## config.mk

```make
export PLATFORM = sky130hd
export DESIGN_NAME = axi_ram_fill
export DESIGN_NICKNAME = d
export VERILOG_FILES = /design/src/rtl/axi_ram_fill_pkg.sv /design/src/rtl/axi_ram_fill_burst_calc.sv /design/src/rtl/axi_ram_fill.sv
export SDC_FILE = /design/constraint.sdc
export NUM_CORES = 1
export LEC_CHECK = 0
export CORE_MARGIN = 5
export CORE_UTILIZATION = 54
export CTS_CLUSTER_DIAMETER = 100
export CTS_CLUSTER_SIZE = 10
export DETAILED_ROUTE_END_ITERATION = 8
export PLACE_DENSITY_LB_ADDON = 0.2
export SYNTH_ARGS = -nofsm -noshare
export SYNTH_HDL_FRONTEND = slang
export SYNTH_SLANG_ARGS = --single-unit
```

## constraint.sdc

```tcl
create_clock -name clk -period 6.7 [get_ports clk]
set_input_delay 1.34 -clock clk [delete_from_list [all_inputs] [get_ports clk]]
set_output_delay 1.34 -clock clk [all_outputs]
set_load 0.005 [all_outputs]
```

## src/rtl/axi_ram_fill_pkg.sv

```systemverilog
// axi_ram_fill_pkg: state encoding and AXI constants shared by the RAM fill engine
package axi_ram_fill_pkg;
  typedef enum logic [2:0] {S_IDLE, S_AW, S_W, S_B, S_RA, S_RD} state_t;
  localparam logic [1:0] AXI_BURST_INCR = 2'b01;
  localparam logic [1:0] AXI_RESP_OKAY = 2'b00;
endpackage

```

## src/rtl/axi_ram_fill_burst_calc.sv

```systemverilog
// axi_ram_fill_burst_calc: burst length and address stepping that never crosses a BURST_LEN-word boundary
module axi_ram_fill_burst_calc #(
  parameter int ADDR_WIDTH = 16,
  parameter int STRB_WIDTH = 4,
  parameter int CNT_WIDTH = 16,
  parameter int BURST_LEN = 16
) (
  input  logic [ADDR_WIDTH-1:0] addr,
  input  logic [CNT_WIDTH-1:0]  remaining,
  output logic [CNT_WIDTH-1:0]  beats,
  output logic [ADDR_WIDTH-1:0] next_addr,
  output logic [CNT_WIDTH-1:0]  next_remaining
);
  localparam int SW = $clog2(STRB_WIDTH);
  localparam int BW = $clog2(BURST_LEN);
  logic [BW-1:0] offset;
  logic [CNT_WIDTH-1:0] room;
  always_comb begin
    offset = addr[SW +: BW];
    room = CNT_WIDTH'(BURST_LEN) - CNT_WIDTH'(offset);
    beats = remaining < room ? remaining : room;
    next_addr = addr + (ADDR_WIDTH'(beats) << SW);
    next_remaining = remaining - beats;
  end
endmodule

```

## src/rtl/axi_ram_fill.sv

```systemverilog
// axi_ram_fill: AXI4 write-burst engine filling a RAM region with a constant or incrementing pattern
// AXI_RAM_FILL_VERIFY_EN adds a read-back pass comparing the region against the written data
module axi_ram_fill
  import axi_ram_fill_pkg::*;
#(
  parameter int DATA_WIDTH = 32,
  parameter int ADDR_WIDTH = 16,
  parameter int STRB_WIDTH = DATA_WIDTH / 8,
  parameter int ID_WIDTH = 8,
  parameter int LEN_WIDTH = 8,
  parameter int BURST_LEN = 16,
  parameter int CNT_WIDTH = 16
) (
  input  logic                  clk,
  input  logic                  rst,
  input  logic                  start,
  input  logic [ADDR_WIDTH-1:0] base_addr,
  input  logic [CNT_WIDTH-1:0]  word_count,
  input  logic [DATA_WIDTH-1:0] pattern,
  input  logic                  incr_mode,
  output logic [ID_WIDTH-1:0]   m_axi_awid,
  output logic [ADDR_WIDTH-1:0] m_axi_awaddr,
  output logic [LEN_WIDTH-1:0]  m_axi_awlen,
  output logic [2:0]            m_axi_awsize,
  output logic [1:0]            m_axi_awburst,
  output logic                  m_axi_awvalid,
  input  logic                  m_axi_awready,
  output logic [DATA_WIDTH-1:0] m_axi_wdata,
  output logic [STRB_WIDTH-1:0] m_axi_wstrb,
  output logic                  m_axi_wlast,
  output logic                  m_axi_wvalid,
  input  logic                  m_axi_wready,
  input  logic [ID_WIDTH-1:0]   m_axi_bid,
  input  logic [1:0]            m_axi_bresp,
  input  logic                  m_axi_bvalid,
  output logic                  m_axi_bready,
`ifdef AXI_RAM_FILL_VERIFY_EN
  output logic [ID_WIDTH-1:0]   m_axi_arid,
  output logic [ADDR_WIDTH-1:0] m_axi_araddr,
  output logic [LEN_WIDTH-1:0]  m_axi_arlen,
  output logic [2:0]            m_axi_arsize,
  output logic [1:0]            m_axi_arburst,
  output logic                  m_axi_arvalid,
  input  logic                  m_axi_arready,
  input  logic [ID_WIDTH-1:0]   m_axi_rid,
  input  logic [DATA_WIDTH-1:0] m_axi_rdata,
  input  logic [1:0]            m_axi_rresp,
  input  logic                  m_axi_rlast,
  input  logic                  m_axi_rvalid,
  output logic                  m_axi_rready,
  output logic                  mismatch,
`endif
  output logic                  busy,
  output logic                  done,
  output logic                  error
);
  state_t state_q, state_d;
  logic [ADDR_WIDTH-1:0] addr_q, addr_d, next_addr;
  logic [CNT_WIDTH-1:0] rem_q, rem_d, left_q, left_d, beats, next_rem;
  logic [DATA_WIDTH-1:0] pat_q, pat_d, idx_q, idx_d, exp_data;
  logic incr_q, incr_d, done_q, done_d, error_q, error_d;
`ifdef AXI_RAM_FILL_VERIFY_EN
  logic [ADDR_WIDTH-1:0] base_q, base_d;
  logic [CNT_WIDTH-1:0] cnt_q, cnt_d;
  logic mismatch_q, mismatch_d;
  logic unused_rid;
  assign unused_rid = ^m_axi_rid;
`endif
  logic unused_bid;
  assign unused_bid = ^m_axi_bid;
  axi_ram_fill_burst_calc #(
    .ADDR_WIDTH(ADDR_WIDTH),
    .STRB_WIDTH(STRB_WIDTH),
    .CNT_WIDTH(CNT_WIDTH),
    .BURST_LEN(BURST_LEN)
  ) u_calc (
    .addr(addr_q),
    .remaining(rem_q),
    .beats(beats),
    .next_addr(next_addr),
    .next_remaining(next_rem)
  );
  always_comb begin
    state_d = state_q;
    addr_d = addr_q;
    rem_d = rem_q;
    left_d = left_q;
    pat_d = pat_q;
    incr_d = incr_q;
    idx_d = idx_q;
    done_d = 1'b0;
    error_d = error_q;
`ifdef AXI_RAM_FILL_VERIFY_EN
    base_d = base_q;
    cnt_d = cnt_q;
    mismatch_d = mismatch_q;
`endif
    exp_data = incr_q ? pat_q + idx_q : pat_q;
    case (state_q)
      S_IDLE: if (start) begin
        addr_d = base_addr & ~ADDR_WIDTH'(STRB_WIDTH - 1);
        rem_d = word_count;
        pat_d = pattern;
        incr_d = incr_mode;
        idx_d = '0;
        error_d = 1'b0;
`ifdef AXI_RAM_FILL_VERIFY_EN
        base_d = base_addr & ~ADDR_WIDTH'(STRB_WIDTH - 1);
        cnt_d = word_count;
        mismatch_d = 1'b0;
`endif
        state_d = word_count != '0 ? S_AW : S_IDLE;
        done_d = word_count == '0;
      end
      S_AW: if (m_axi_awready) begin
        addr_d = next_addr;
        rem_d = next_rem;
        left_d = beats;
        state_d = S_W;
      end
      S_W: if (m_axi_wready) begin
        idx_d = idx_q + 1'b1;
        left_d = left_q - 1'b1;
        state_d = left_q == CNT_WIDTH'(1) ? S_B : S_W;
      end
      S_B: if (m_axi_bvalid) begin
        error_d = error_q | (m_axi_bresp != AXI_RESP_OKAY);
`ifdef AXI_RAM_FILL_VERIFY_EN
        // rewind to the command start so the read pass reuses the write burst split
        addr_d = rem_q != '0 ? addr_q : base_q;
        rem_d = rem_q != '0 ? rem_q : cnt_q;
        idx_d = rem_q != '0 ? idx_q : '0;
        state_d = rem_q != '0 ? S_AW : S_RA;
`else
        state_d = rem_q != '0 ? S_AW : S_IDLE;
        done_d = rem_q == '0;
`endif
      end
`ifdef AXI_RAM_FILL_VERIFY_EN
      S_RA: if (m_axi_arready) begin
        addr_d = next_addr;
        rem_d = next_rem;
        state_d = S_RD;
      end
      S_RD: if (m_axi_rvalid) begin
        idx_d = idx_q + 1'b1;
        mismatch_d = mismatch_q | (m_axi_rdata != exp_data) | (m_axi_rresp != AXI_RESP_OKAY);
        state_d = !m_axi_rlast ? S_RD : rem_q != '0 ? S_RA : S_IDLE;
        done_d = m_axi_rlast && rem_q == '0;
      end
`endif
      default: state_d = S_IDLE;
    endcase
  end
  always_ff @(posedge clk) begin
    state_q <= rst ? S_IDLE : state_d;
    done_q <= !rst && done_d;
    error_q <= !rst && error_d;
    addr_q <= addr_d;
    rem_q <= rem_d;
    left_q <= left_d;
    pat_q <= pat_d;
    incr_q <= incr_d;
    idx_q <= idx_d;
`ifdef AXI_RAM_FILL_VERIFY_EN
    base_q <= base_d;
    cnt_q <= cnt_d;
    mismatch_q <= !rst && mismatch_d;
`endif
  end
  assign m_axi_awid = '0;
  assign m_axi_awaddr = addr_q;
  assign m_axi_awlen = LEN_WIDTH'(beats - 1'b1);
  assign m_axi_awsize = 3'($clog2(STRB_WIDTH));
  assign m_axi_awburst = AXI_BURST_INCR;
  assign m_axi_awvalid = state_q == S_AW;
  assign m_axi_wdata = exp_data;
  assign m_axi_wstrb = '1;
  assign m_axi_wvalid = state_q == S_W;
  assign m_axi_wlast = m_axi_wvalid && left_q == CNT_WIDTH'(1);
  assign m_axi_bready = state_q == S_B;
`ifdef AXI_RAM_FILL_VERIFY_EN
  assign m_axi_arid = '0;
  assign m_axi_araddr = addr_q;
  assign m_axi_arlen = LEN_WIDTH'(beats - 1'b1);
  assign m_axi_arsize = 3'($clog2(STRB_WIDTH));
  assign m_axi_arburst = AXI_BURST_INCR;
  assign m_axi_arvalid = state_q == S_RA;
  assign m_axi_rready = state_q == S_RD;
  assign mismatch = mismatch_q;
`endif
  assign busy = state_q != S_IDLE;
  assign done = done_q;
  assign error = error_q;
endmodule

```

==> metrics.yaml <==
grt:
  use_met2: 0.381
  grt_pass1_wl_um: 32900
  grt_use_met3: 0.0507
  grt-ovfl-total: 0
  grtUsageMet1: 0.278
  busiest_layer: "met2"
  grt_use_total: 0.221
  grt_start_max_net_pins: 49
  grt_antenna_before_repair: 0
  grt_pass1_vias: 6934
die:
  ios: 161
  dieArea_um2: 18500
  die_w_um: 136
  die-height_um: 136
  num_rows: 46
  coreArea_um2: 15700
  initial_utilization: 0.545
cts:
  cts_tree: "built"
  cts_max_level: 4
  clk_pin_slew_ps: 50
  clk_latency_ps: 420
  numCtsBuffers: 17
  cts_hold_buf: 0
  clock_path_buffers: 2
  post_cts_buffers: 0
  ctsRootBufferMaster: "clkbuf_16"
  post_cts_resized: 0
  clock_sinks: 115
detailed_routing:
  drtAntennaViolNets: 0
  via_per_inst: 5.64
  drtIter0Drc: 409
  drcViolationCount: 0
  wl_um: 20200
  wire_per_inst_um: 16.4
  first_pass_iters: 5
  routed-via-count: 6967
timing:
  setup_tns_ps: 0
  relSlewSlack: 0.438
  fmaxAchievable_ghz: 0.178
  fin_ws_ps: 1070
  worstMarginPinSlew_ps: 843
  finalSetupViolations: 0
  fin_crit_sh: 0.841
  finalCriticalPeriod_ps: 5630
  fin_skew_ps: 7.47
  final_hold_viol_count: 0
  finalMaxSlewViolations: 0
  rsz0062_at_grt: "no"
synthesis:
  yosysMostFrequentCell: "edfxtp_1"
  synth_edf_count: 111
  syn_area_um2: 8560
  synthTopCellsByArea: "edfxtp_1 (39%), ha_1 (8.8%), mux2_2 (5.3%)"
  synth_top_cell_by_area: "edfxtp_1"
  synthFlopType: "edfxtp_1"
  yosysSeqAreaShare: 0.399
  ys_warn_count: 0
  async_reset_ff_frac: 0
  synth.distinct_cells: 72
  ys_ff_latch: 115
  netlist_top_cells_count: "edfxtp_1 (111), nor2_1 (97), a21oi_1 (64)"
  netlist_instances: 863
  postSynthAreaPerCell_um2: 9.92
  synth.top_cell.area_share: 0.389
place:
  place.gp.congestion: 0.887
  dpl.cell_count: 1203
  dp_hpwl_um: 14500
  portBuffers: 131
  dp_slack_ps: 1480
layout:
  utilization: 0.679
  antenna_cells: 0
  drive_above_1_share: 0.0932
  fill_cells: 1285
  fin_cells: 1235
  fin_nets: 1148
  synthToLayoutAreaGrowth_pct: 24.6
job:
  cap_violations: 0
worst_setup_path:
  reg2reg_slack_ps: 1450
  crit_top_cell: "ha_1"
  critical_path.max_fanout: 14
  cp.arrival_ps: 4290
  cp-start-kind: "flop"
  crit_type: "flop to output port"
  crit_family: "adder cells"
  crit_chain: "inv_1 -> ha_1 -> inv_1 -> ha_1 -> a21oi_1 -> o21ai_2 -> a21oi_4 -> mux2i_2 -> ha_1 -> nand3_1 -> xnor2_1 -> clkdlybuf4s50_1"
  cp.required_ps: 5360
  max_stage_delay_ps: 560
  critPathSlowestCell: "clkdlybuf4s50_1"
  crit_buf_inv: 3
  endpoint_kind: "output port"
hold_path:
  worstHoldPathType: "flop to flop"
pwr:
  ir_worst_vdd_v: 0.000372
  p_leak_nw: 4.06
  power.density_nw_per_um2: 574
  total_power_mw: 6.12
run_status:
  status: "finished clean"
report_power, final:
part	internal, mW	switching [mW]	total [mW]
Sequential	1.28	0.338	1.62
Clock	0.589	0.316	0.905
Combinational	1.76	1.84	3.60
Total	3.63	2.50	6.12
worst reg2reg max path, cell delays in order (launching register included):
cell	delay, ps
edfxtp_1	510
inv_1	170
ha_1	440
inv_1	110
ha_1	290
a21oi_1	170
o21ai_2	110
a21oi_4	360
nor2_1	90
a21oi_1	430
inv_1	120
ha_1	370
a21o_1	200
a21o_1	200
or2_2	270
a311oi_1	270
o21bai_1	210
a41o_1	290
xor2_1	140
mux2_2	260
path summary, 6_finish.rpt:
check / from / cells past startpoint / to
setup / recovery: m_axi_awaddr[3]$_DFFE_PP_ / 12 / m_axi_awlen[4]
hold / removal: error$_DFF_P_ / 2 / error$_DFF_P_
setup reg to reg: m_axi_awaddr[3]$_DFFE_PP_ / 19 / m_axi_awaddr[12]$_DFFE_PP_
hold reg to reg: error$_DFF_P_ / 2 / error$_DFF_P_
sequential cells by signal, indices dropped and copies added (netlist names):
register / count
incr_q: 1
idx_q: 32
rem_q: 16
state_q: 2
done: 1
pat_q: 32
left_q: 16
m_axi_awaddr: 14
error: 1
routing by layer:
layer  vias to the layer above  wire length [um]
met3                        29              1120
li1                       3468                 -
met2                       195              9860
met5                         -                 0
met4                         0               388
met1                      3275              8830
cell usage in the layout (no fill, tap or decap), types with 3 or more instances in the layout:
cell               n
a31oi_1            8
dfxtp_1            4
nand2b_1          10
o21ai_0           25
nand3_1           27
nor3_1            18
nand3b_1           4
a21oi_1           64
mux2i_1            9
nand2_1           45
a21o_1            22
o211ai_1           4
ha_1              60
clkbuf_1           4
a31o_2             4
o21a_1             8
o21bai_1           8
o2111ai_1          3
inv_1             33
a211oi_1           8
buf_4              8
or3_1             14
nand4_1           12
o31ai_1            4
conb_1            27
nor2b_1            9
xor2_1            41
edfxtp_1         111
clkdlybuf4s50_1  131
and2_1             8
clkbuf_8           8
and3_1            13
nor2_1            95
clkbuf_16         17
nor4_1            11
mux2_2            40
xnor2_1           45
a311oi_1           3
metrics by stage:
| stage | hold slack, ps | area (um^2) |
|---|---|---|
| after floorplan | 483 | 8650 |
| after global placement | 495 | 10100 |
| after detailed placement | 524 | 10100 |
| after CTS | 535 | 10700 |
| after global routing | 578 | 10700 |
| final | 528 | 10700 |
layout make-up:
type	instances	area, um^2	area share
Clock inverter	3	40.0	0.00375
Multi-Input combinational cell	700	4900	0.459
Inverter	33	124	0.0116
Clock buffer	29	551	0.0516
Timing Repair Buffer	139	1370	0.129
Sequential cell	115	3410	0.320
Tap cell	216	270	0.0253
kinds of logic after synthesis:
family / after synthesis / share of synthesized area
fa+ha+maj: 61 / 0.0901
buf+inv: 73 / 0.0405
flops: 115 / 0.399
other cells: 2 / 0.000878
compound gates: 188 / 0.146
mux: 50 / 0.0648
xor+xnor: 86 / 0.0880
simple gates: 288 / 0.170
No activity file was read; power rests on OpenSTA's default activity.
